===== src/rtl/ucsbece154b_victim_miss_ctrl.sv =====
// ucsbece154b_victim_miss_ctrl
//   Miss/swap controller between a clean instruction-side L1 and a fully
//   associative victim cache. On an L1 miss it probes the victim cache and
//   writes the L1's evicted line into it. A victim hit returns the line to L1
//   as a swap. A victim miss fetches the line from memory. Saturating hit and
//   miss counters are kept.
//
// Ports
//   clk_i, rst_ni             clock, async active-low reset
//   flush_i, en_i             flush / enable (en_i low acts as flush)
//   miss_*                    L1 miss request (valid/ready handshake)
//   evict_*                   line evicted by L1 alongside the miss
//   fill_*                    one-cycle fill pulse back to L1
//   vc_raddr_o/rdata_i/hit_i  victim cache probe (combinational hit)
//   vc_we_o/waddr_o/wdata_o   victim cache write of the evicted line
//   mem_req_*                 line request to memory (valid/ready)
//   mem_rsp_*                 single-beat memory response, no backpressure
//   vc_hit_cnt_o/miss_cnt_o   saturating performance counters
module ucsbece154b_victim_miss_ctrl #(
  parameter int ADDR_WIDTH = 56,
  parameter int LINE_WIDTH = 128,
  parameter int CNT_WIDTH  = 32
) (
  input  logic                  clk_i,
  input  logic                  rst_ni,
  input  logic                  flush_i,
  input  logic                  en_i,
  input  logic                  miss_valid_i,
  output logic                  miss_ready_o,
  input  logic [ADDR_WIDTH-1:0] miss_addr_i,
  input  logic                  evict_valid_i,
  input  logic [ADDR_WIDTH-1:0] evict_addr_i,
  input  logic [LINE_WIDTH-1:0] evict_data_i,
  output logic                  fill_valid_o,
  output logic [ADDR_WIDTH-1:0] fill_addr_o,
  output logic [LINE_WIDTH-1:0] fill_data_o,
  output logic                  fill_from_vc_o,
  output logic [ADDR_WIDTH-1:0] vc_raddr_o,
  input  logic [LINE_WIDTH-1:0] vc_rdata_i,
  input  logic                  vc_hit_i,
  output logic                  vc_we_o,
  output logic [ADDR_WIDTH-1:0] vc_waddr_o,
  output logic [LINE_WIDTH-1:0] vc_wdata_o,
  output logic                  mem_req_valid_o,
  input  logic                  mem_req_ready_i,
  output logic [ADDR_WIDTH-1:0] mem_req_addr_o,
  input  logic                  mem_rsp_valid_i,
  input  logic [LINE_WIDTH-1:0] mem_rsp_data_i,
  output logic [CNT_WIDTH-1:0]  vc_hit_cnt_o,
  output logic [CNT_WIDTH-1:0]  vc_miss_cnt_o
);

  localparam int OFFSET_WIDTH = $clog2(LINE_WIDTH/8);

  typedef enum logic [2:0] {
    S_IDLE, S_LOOKUP, S_MEM_REQ, S_MEM_WAIT, S_FILL
  } state_t;

  state_t                state_q, state_d;
  logic                  abort_q, abort_d;
  logic [ADDR_WIDTH-1:0] miss_addr_q;
  logic                  evict_valid_q;
  logic [ADDR_WIDTH-1:0] evict_addr_q;
  logic [LINE_WIDTH-1:0] evict_data_q;
  logic [LINE_WIDTH-1:0] fill_data_q;
  logic                  fill_from_vc_q;
  logic [CNT_WIDTH-1:0]  hit_cnt_q, miss_cnt_q;

  logic kill, capture, latch_vc, latch_mem, hit_inc, miss_inc;
  logic [ADDR_WIDTH-1:0] line_addr;

  // disable behaves exactly like flush
  assign kill      = flush_i | ~en_i;
  assign line_addr = {miss_addr_q[ADDR_WIDTH-1:OFFSET_WIDTH], {OFFSET_WIDTH{1'b0}}};

  assign vc_raddr_o     = miss_addr_q;
  assign vc_waddr_o     = evict_addr_q;
  assign vc_wdata_o     = evict_data_q;
  assign fill_addr_o    = line_addr;
  assign fill_data_o    = fill_data_q;
  assign fill_from_vc_o = fill_from_vc_q;
  assign mem_req_addr_o = line_addr;
  assign vc_hit_cnt_o   = hit_cnt_q;
  assign vc_miss_cnt_o  = miss_cnt_q;

  always_comb begin
    state_d         = state_q;
    abort_d         = abort_q;
    miss_ready_o    = 1'b0;
    vc_we_o         = 1'b0;
    mem_req_valid_o = 1'b0;
    fill_valid_o    = 1'b0;
    capture         = 1'b0;
    latch_vc        = 1'b0;
    latch_mem       = 1'b0;
    hit_inc         = 1'b0;
    miss_inc        = 1'b0;
    unique case (state_q)
      S_IDLE: begin
        abort_d      = 1'b0;
        miss_ready_o = ~kill;
        if (miss_valid_i && !kill) begin
          capture = 1'b1;
          state_d = S_LOOKUP;
        end
      end
      S_LOOKUP: begin
        if (kill) begin
          state_d = S_IDLE;
        end else begin
          // evicted line goes into the victim cache whether or not we hit;
          // a duplicate tag after a swap is harmless since L1 lines are clean
          vc_we_o = evict_valid_q;
          if (vc_hit_i) begin
            latch_vc = 1'b1;
            hit_inc  = 1'b1;
            state_d  = S_FILL;
          end else begin
            miss_inc = 1'b1;
            state_d  = S_MEM_REQ;
          end
        end
      end
      S_MEM_REQ: begin
        // request cannot be withdrawn once raised; flush only marks it dead
        mem_req_valid_o = 1'b1;
        if (kill) abort_d = 1'b1;
        if (mem_req_ready_i) state_d = S_MEM_WAIT;
      end
      S_MEM_WAIT: begin
        if (kill) abort_d = 1'b1;
        if (mem_rsp_valid_i) begin
          if (abort_q || kill) begin
            state_d = S_IDLE;
          end else begin
            latch_mem = 1'b1;
            state_d   = S_FILL;
          end
        end
      end
      S_FILL: begin
        fill_valid_o = ~kill;
        state_d      = S_IDLE;
      end
      default: state_d = S_IDLE;
    endcase
  end

  always_ff @(posedge clk_i or negedge rst_ni) begin
    if (!rst_ni) begin
      state_q <= S_IDLE;
      abort_q <= 1'b0;
    end else begin
      state_q <= state_d;
      abort_q <= abort_d;
    end
  end

  always_ff @(posedge clk_i or negedge rst_ni) begin
    if (!rst_ni) begin
      miss_addr_q    <= '0;
      evict_valid_q  <= 1'b0;
      evict_addr_q   <= '0;
      evict_data_q   <= '0;
      fill_data_q    <= '0;
      fill_from_vc_q <= 1'b0;
    end else begin
      if (capture) begin
        miss_addr_q   <= miss_addr_i;
        evict_valid_q <= evict_valid_i;
        evict_addr_q  <= evict_addr_i;
        evict_data_q  <= evict_data_i;
      end
      if (latch_vc) begin
        fill_data_q    <= vc_rdata_i;
        fill_from_vc_q <= 1'b1;
      end else if (latch_mem) begin
        fill_data_q    <= mem_rsp_data_i;
        fill_from_vc_q <= 1'b0;
      end
    end
  end

  // saturating counters; only reset clears them
  always_ff @(posedge clk_i or negedge rst_ni) begin
    if (!rst_ni) begin
      hit_cnt_q  <= '0;
      miss_cnt_q <= '0;
    end else begin
      if (hit_inc && !(&hit_cnt_q))   hit_cnt_q  <= hit_cnt_q + CNT_WIDTH'(1);
      if (miss_inc && !(&miss_cnt_q)) miss_cnt_q <= miss_cnt_q + CNT_WIDTH'(1);
    end
  end

endmodule


===== config.mk =====
export PLATFORM = sky130hd
export DESIGN_NAME = ucsbece154b_victim_miss_ctrl
export DESIGN_NICKNAME = d
export VERILOG_FILES = /design/src/rtl/ucsbece154b_victim_miss_ctrl.sv
export SDC_FILE = /design/constraint.sdc
export NUM_CORES = 1
export LEC_CHECK = 0
export ABC_AREA = 0
export BUFFER_PORTS_ARGS = -buffer_cell sky130_fd_sc_hd__buf_2
export CORE_AREA = 5 5 412 414
export CTS_BUF_LIST = sky130_fd_sc_hd__clkbuf_2 sky130_fd_sc_hd__clkbuf_4 sky130_fd_sc_hd__clkbuf_8
export DETAILED_ROUTE_END_ITERATION = 8
export DIE_AREA = 0 0 417 419
export SYNTH_ARGS = -nofsm -noshare
export SYNTH_HDL_FRONTEND = slang
export SYNTH_SLANG_ARGS = --single-unit

===== constraint.sdc =====
create_clock -name clk_i -period 3.3 [get_ports clk_i]
set_input_delay 0.165 -clock clk_i [delete_from_list [all_inputs] [get_ports clk_i]]
set_output_delay 0.165 -clock clk_i [all_outputs]
set_load 0.01 [all_outputs]

==> run summary, run 1 <==
Status = complete, no violations
Slew Viols, Final = 0
Cell Pwr Density = 802.8 mW/mm^2
Crit-path slowest cell = or4b_4
Max FO, Critical Path = 21
CP endpoint kind = flop
Register area share after synthesis = 58.26%
Final nets = 3517
Final Hold Viols = 0
Post CTS Setup Buffer Count = 0
Total power = 0.02679 W
Cells after synthesis = 1496
Synthesized area = 0.01881 mm^2
First-pass GRT wire length = 166100 um
1st-iter DRT viols = 1210
VDD IR max = 512.4 uV
Maximum Capacitance Violations = 0
Largest cells by area after synthesis = dfrtp_1 (58%), mux2_2 (15%), mux2i_1 (6.8%)
DRC viols = 0
CTS sink count = 438
Ys flop type = dfrtp_1
Drt first pass iters = 5
Commonest non-fill, non-tap cell in the layout = buf_2
TNS Setup = 0 ps
CTS Hold Bufs = 533
Startpoint types = flop
Routed length on met1 = 46610 um
CTS Buf Count = 83
Async S/R FF share, synth = 100.0%
Proportion of layout cells with a drive suffix above 1 = 48.23%
Unrepaired setup endpoints after global routing = no
Top-area cell type share of the netlist area = 58.26%
Hold_sp = evict_addr_i[6]
Full die area = 0.1747 mm^2
Path type of the worst min-delay path = input port to flop
Post-layout minimum cycle time = 3092 ps
Core Region = 0.1659 mm^2
Comb power frac = 42.2%
Fin area = 0.03337 mm^2
Number of synthesized flops with an enable pin = 0
Gr ovfl total = 0
Required time worst endpoint = 3980 ps
Clock Latency Late Sink = 810 ps
Relative slew slack = 38.12%
Period utilization = 93.69%
Root Driver = clkbuf_8
Slew @ Worst Pin = 922.6 ps
Cell Chain, Critical Path = or2b_1 -> or4b_4 -> buf_4 -> mux2i_1 -> o21ai_0 -> dlygate4sd3_1
Clock tree buffer depth = 3
NetSw = 0.01078 W
GPL Wtd Cong = 0.9364
Arrival time at the worst endpoint = 3770 ps
Vias in the first global route = 19650
Setup-failing EPs final = 0
DR WL/cell = 23.92 um
Port Buffer Count = 1045
TritonCTS clock tree = done
RR Startpoint = state_q[1]
Top cell type by total area after synthesis = dfrtp_1
Num rows = 150
FMAX = 0.3234 GHz
Crit-path max cell delay = 810 ps
DRT antenna net count = 0
Starting Density = 11.34%
Leak = 16.54 nW
Die Y = 419 um
Met3 WL = 17980 um
Unique masters post-synth = 42
Via count = 18690
Clk pwr share = 22.8%
Metal2 WL = 57870 um
Kind of critical path = flop to flop
Die W = 417 um
Synthesized area per cell = 12.57 um^2
Internal power = 0.01601 W
Flop pwr share = 35.0%
Total track usage = 13.82%
Synth warnings = 0
Register-to-Register Path Depth = 6
Clock transition at the registers of the reported paths = 70 ps
Switching portion of total power = 40.24%
Initial antenna violation count = 78
Commonest non-fill, non-tap cells in the layout = buf_2 (1044), dlygate4sd3_1 (532), dfrtp_1 (438), mux2_2 (244), nand2_1 (157)
Worst clock skew = 74.73 ps
Synth-to-layout area growth = 77.37%
Reg-to-Reg End = fill_data_o[46]
Pin count of the biggest net entering global routing = 98
Post-cts sizing count = 0
Post-DP HPWL = 102800 um
Boundary Pins = 1054
Hold Path Depth = 3
Hold EP = vc_waddr_o[6]
# fillers = 18190
H-tree Lvls = 3
Routed vias/inst = 3.519
Dpl cell area = 0.02608 mm^2
R2R Setup Slk = 210 ps
DRT Wirelength = 127000 um
Top sig layer = met5
FF+latch count, synth = 438
-- worst max-delay path, delay by kind of cell (launching register included) --
family / cells / cell delay [ps]
buffers and inverters: 2 / 990
AOI/OAI and AO/OA: 1 / 120
DFF: 1 / 510
muxes: 1 / 210
and+or+nand+nor: 2 / 1110
-- layer usage --
layer / GRT usage, % / up-vias
li1: - / 8173
met1: 15.11 / 9371
met2: 21.14 / 879
met3: 9.160 / 242
met4: 5.161 / 22
met5: 1.639 / -
-- stage by stage --
| stage | instances | utilization, % | hold slack, ps | setup WS, ps |
|---|---|---|---|---|
| after floorplan | 1503 | - | -130.6 | 802.8 |
| after global placement | 4596 | 15.72 | 178.1 | 521.7 |
| after detailed placement | 4596 | 15.72 | 170.6 | 509.9 |
| after CTS | 5279 | 20.06 | 3.572 | 274.9 |
| after global routing | 5294 | 20.09 | 51.57 | 86.34 |
| final | 5311 | 20.11 | 131.4 | 208.2 |
-- cell type report --
cell class / count / area (um^2) / area share [%]
sequential: 438 / 10960 / 32.85
timing repair buffer: 1610 / 10950 / 32.80
multi-input combinational: 874 / 6758 / 20.25
tap: 2204 / 2758 / 8.265
clock buffer: 128 / 1637 / 4.905
clock inverter: 22 / 217.7 / 0.6525
antenna: 32 / 80.08 / 0.2400
inverter: 3 / 11.26 / 0.03375
-- cells by family (layout without fill, tap and decap cells) --
family          after synthesis  in the layout  share of synthesized area (%)
compound gates              145            145                          4.051
xor+xnor                     56             56                          2.607
fa+ha+maj                     2              2                         0.1330
buf+inv                     191           1763                          6.086
flops                       438            438                          58.26
mux                         372            372                          21.42
other cells                   1             40                        0.01993
simple gates                291            291                          7.423
-- sequential cells by signal (all words and copies together), names as in the netlist --
name	flops
vc_wdata_o	128
vc_raddr_o	56
vc_waddr_o	56
fill_from_vc_o	1
abort_q	1
vc_hit_cnt_o	32
vc_miss_cnt_o	32
fill_data_o	128
state_q	3
evict_valid_q	1
-- power groups by stage --
stage | sequential (W) | combinational (W) | clock [W]
6_report | 0.00938 | 0.0113 | 0.00611
5_1_grt | 0.00959 | 0.0121 | 0.00657
4_1_cts | 0.00926 | 0.0112 | 0.00631
3_5_place_dp | 0.00929 | 0.00964 | 0
3_3_place_gp | 0.00918 | 0.00960 | 0
2_1_floorplan | 0.0100 | 0.00349 | 0
-- synth_stat cells, types with 5 or more instances --
library cell and count:
xor2_1 19, nand4_1 27, o21ai_0 132, buf_4 112
and4_1 10, xnor2_1 37, a31oi_1 5, nor4_1 6
nand2_1 158, clkbuf_1 57, nor3_1 14, mux2_2 244
dfrtp_1 438, mux2i_1 128, and3_1 8, nand3_1 30
nor2_1 18, buf_1 18
-- how the worst max path moves through the flow --
stage | cells past startpoint | slack [ps] | from | endpoint
after floorplan | 6 | 800 | state_q[1] | vc_hit_cnt_o[30]
after global placement | 5 | 520 | state_q[1] | vc_hit_cnt_o[30]
after detailed placement | 5 | 510 | state_q[1] | vc_hit_cnt_o[20]
after CTS | 6 | 270 | state_q[1] | fill_data_o[34]
after global routing | 6 | 90 | state_q[1] | fill_data_o[20]
final | 6 | 210 | state_q[1] | fill_data_o[46]
Power figures use the tool's default switching activity.
==> inputs of run 2 (changes only) <==
RECOVER_POWER = 50   (was default)
==> run 2 against run 1 <==
  * The flow now finishes with violations (max-capacitance violations, max-slew violations)
  * Die area unchanged
  * Core utilization down 0.28 points
  * Non-clock buffer count unchanged
  * Register-to-register slack worse by 20 ps
==> run summary, run 2 (synthesis results as in run 1) <==
Hold Path Depth = 3
Die W = 417 um
Leak = 15.63 nW
Via count = 18730
TNS Setup = 0 ps
Comb power frac = 41.2%
Unrepaired setup endpoints after global routing = no
GPL Wtd Cong = 0.9364
Max FO, Critical Path = 21
Worst clock skew = 69.93 ps
1st-iter DRT viols = 1291
CTS sink count = 438
Vias in the first global route = 19650
Worst slack at placement = 509.9 ps
VDD IR max = 496.2 uV
Non-filler instance count after layout = 5308
Fin area = 0.03291 mm^2
Boundary Pins = 1054
FMAX = 0.3217 GHz
Routed vias/inst = 3.528
First-pass GRT wire length = 166100 um
Register-to-Register Path Depth = 6
CP endpoint kind = flop
Cell Pwr Density = 801.4 mW/mm^2
WHS = 134.0 ps
Core Region = 0.1659 mm^2
Proportion of layout cells with a drive suffix above 1 = 39.15%
Total track usage = 13.82%
DRC viols = 0
Slew @ Worst Pin = 2464 ps
CTS Buf Count = 83
Drt first pass iters = 6
Kind of critical path = flop to flop
Port Buffer Count = 1045
NetSw = 0.01080 W
Commonest non-fill, non-tap cells in the layout = buf_2 (775), dlygate4sd3_1 (532), dfrtp_1 (438), clkbuf_1 (278), mux2_2 (244)
Switching portion of total power = 40.95%
Post-Place Cells = 4596
Status = finished with violations
Post-layout minimum cycle time = 3108 ps
Maximum Capacitance Violations = 6
Path type of the worst min-delay path = input port to flop
Flop pwr share = 35.7%
Initial antenna violation count = 78
Synth-to-layout area growth = 74.94%
TritonCTS clock tree = done
Pin count of the biggest net entering global routing = 98
Post-DP HPWL = 102800 um
Arrival time at the worst endpoint = 3840 ps
Gr ovfl total = 0
Post-cts sizing count = 0
Relative slew slack = -64.27%
Reg area = 0.01096 mm^2
Clock Latency Late Sink = 810 ps
Setup-failing EPs final = 0
DRT antenna net count = 0
Commonest non-fill, non-tap cell in the layout = buf_2
Internal power = 0.01557 W
Starting Density = 11.34%
DRT Wirelength = 126800 um
Failing checks = max-capacitance violations, max-slew violations
Clk pwr share = 23.1%
# fillers = 18360
Root Driver = clkbuf_8
Multi-input logic area = 0.006758 mm^2
Final WS setup = 191.6 ps
H-tree Lvls = 3
DR WL/cell = 23.89 um
Startpoint types = flop
Required time worst endpoint = 4030 ps
Clock transition at the registers of the reported paths = 70 ps
Final Hold Viols = 0
Final nets = 3517
Die Y = 419 um
Full die area = 0.1747 mm^2
Num rows = 150
Clock tree buffer depth = 3
Dpl cell area = 0.02608 mm^2
Period utilization = 94.19%
Slew Viols, Final = 335
==> run 2: changes by cell type in the layout (fill, tap and decap cells not counted), sizes merged <==
| cell | change |
|---|---|
| buf | -283 |
| diode | -3 |
| dlymetal6s4s | +1 |
| clkbuf | +282 |
==> run 2: power by group through the flow <==
stage,registers (W),clock network (W),logic [W]
finish,0.00941,0.00610,0.0109
global route,0.00963,0.00657,0.0116
detailed placement,0.00929,0,0.00964
CTS,0.00926,0.00631,0.0112
global placement,0.00918,0,0.00960
floorplan,0.0100,0,0.00349
==> run 2: worst max-delay path, cell delays in order, from the launching register on <==
cell           delay [ps]
dfrtp_1               520
or2b_1                300
or4b_4                810
buf_4                 380
mux2i_1               160
o21ai_0               230
dlygate4sd3_1         610
==> run 2: path summary, 6_finish.rpt <==
path                                    from                end  slack, ps
min in group asynchronous             rst_ni     vc_wdata_o[11]        470
hold reg to reg            vc_miss_cnt_o[30]  vc_miss_cnt_o[30]        500
setup / recovery                  state_q[1]    fill_data_o[46]        190
setup reg to reg                  state_q[1]    fill_data_o[46]        190
hold / removal               evict_addr_i[6]      vc_waddr_o[6]        130
max in group asynchronous             rst_ni    fill_data_o[19]        730
==> run 2: layout make-up <==
| cell class | count | share of cell area [%] |
|---|---|---|
| diodes | 29 | 0.2205 |
| flip-flops and latches | 438 | 33.31 |
| inverters | 3 | 0.03422 |
| multi-input cells | 874 | 20.53 |
| repair buffers | 1610 | 31.89 |
| well taps | 2204 | 8.380 |
| clock inverters | 22 | 0.6615 |
| clock buffers | 128 | 4.973 |
==> run 2: metal layers <==
metal	track usage, %	vias up	wire length [um]
li1	-	8165	-
met1	15.11	9362	45380
met2	21.14	908	57930
met3	9.160	271	18710
met4	5.161	22	4270
met5	1.639	-	529
==> run 2: stage by stage <==
stage / power (W) / utilization, %
floorplan: 0.01349 / -
global placement: 0.01878 / 15.72
detailed placement: 0.01893 / 15.72
CTS: 0.02680 / 20.06
global route: 0.02784 / 19.81
finish: 0.02637 / 19.84
==> run 2: repair_timing <==
item | in CTS | in global routing
hold endpoints to repair | 822 | 0
buffers inserted | 0 | 0
hold buffers | 533 | 0
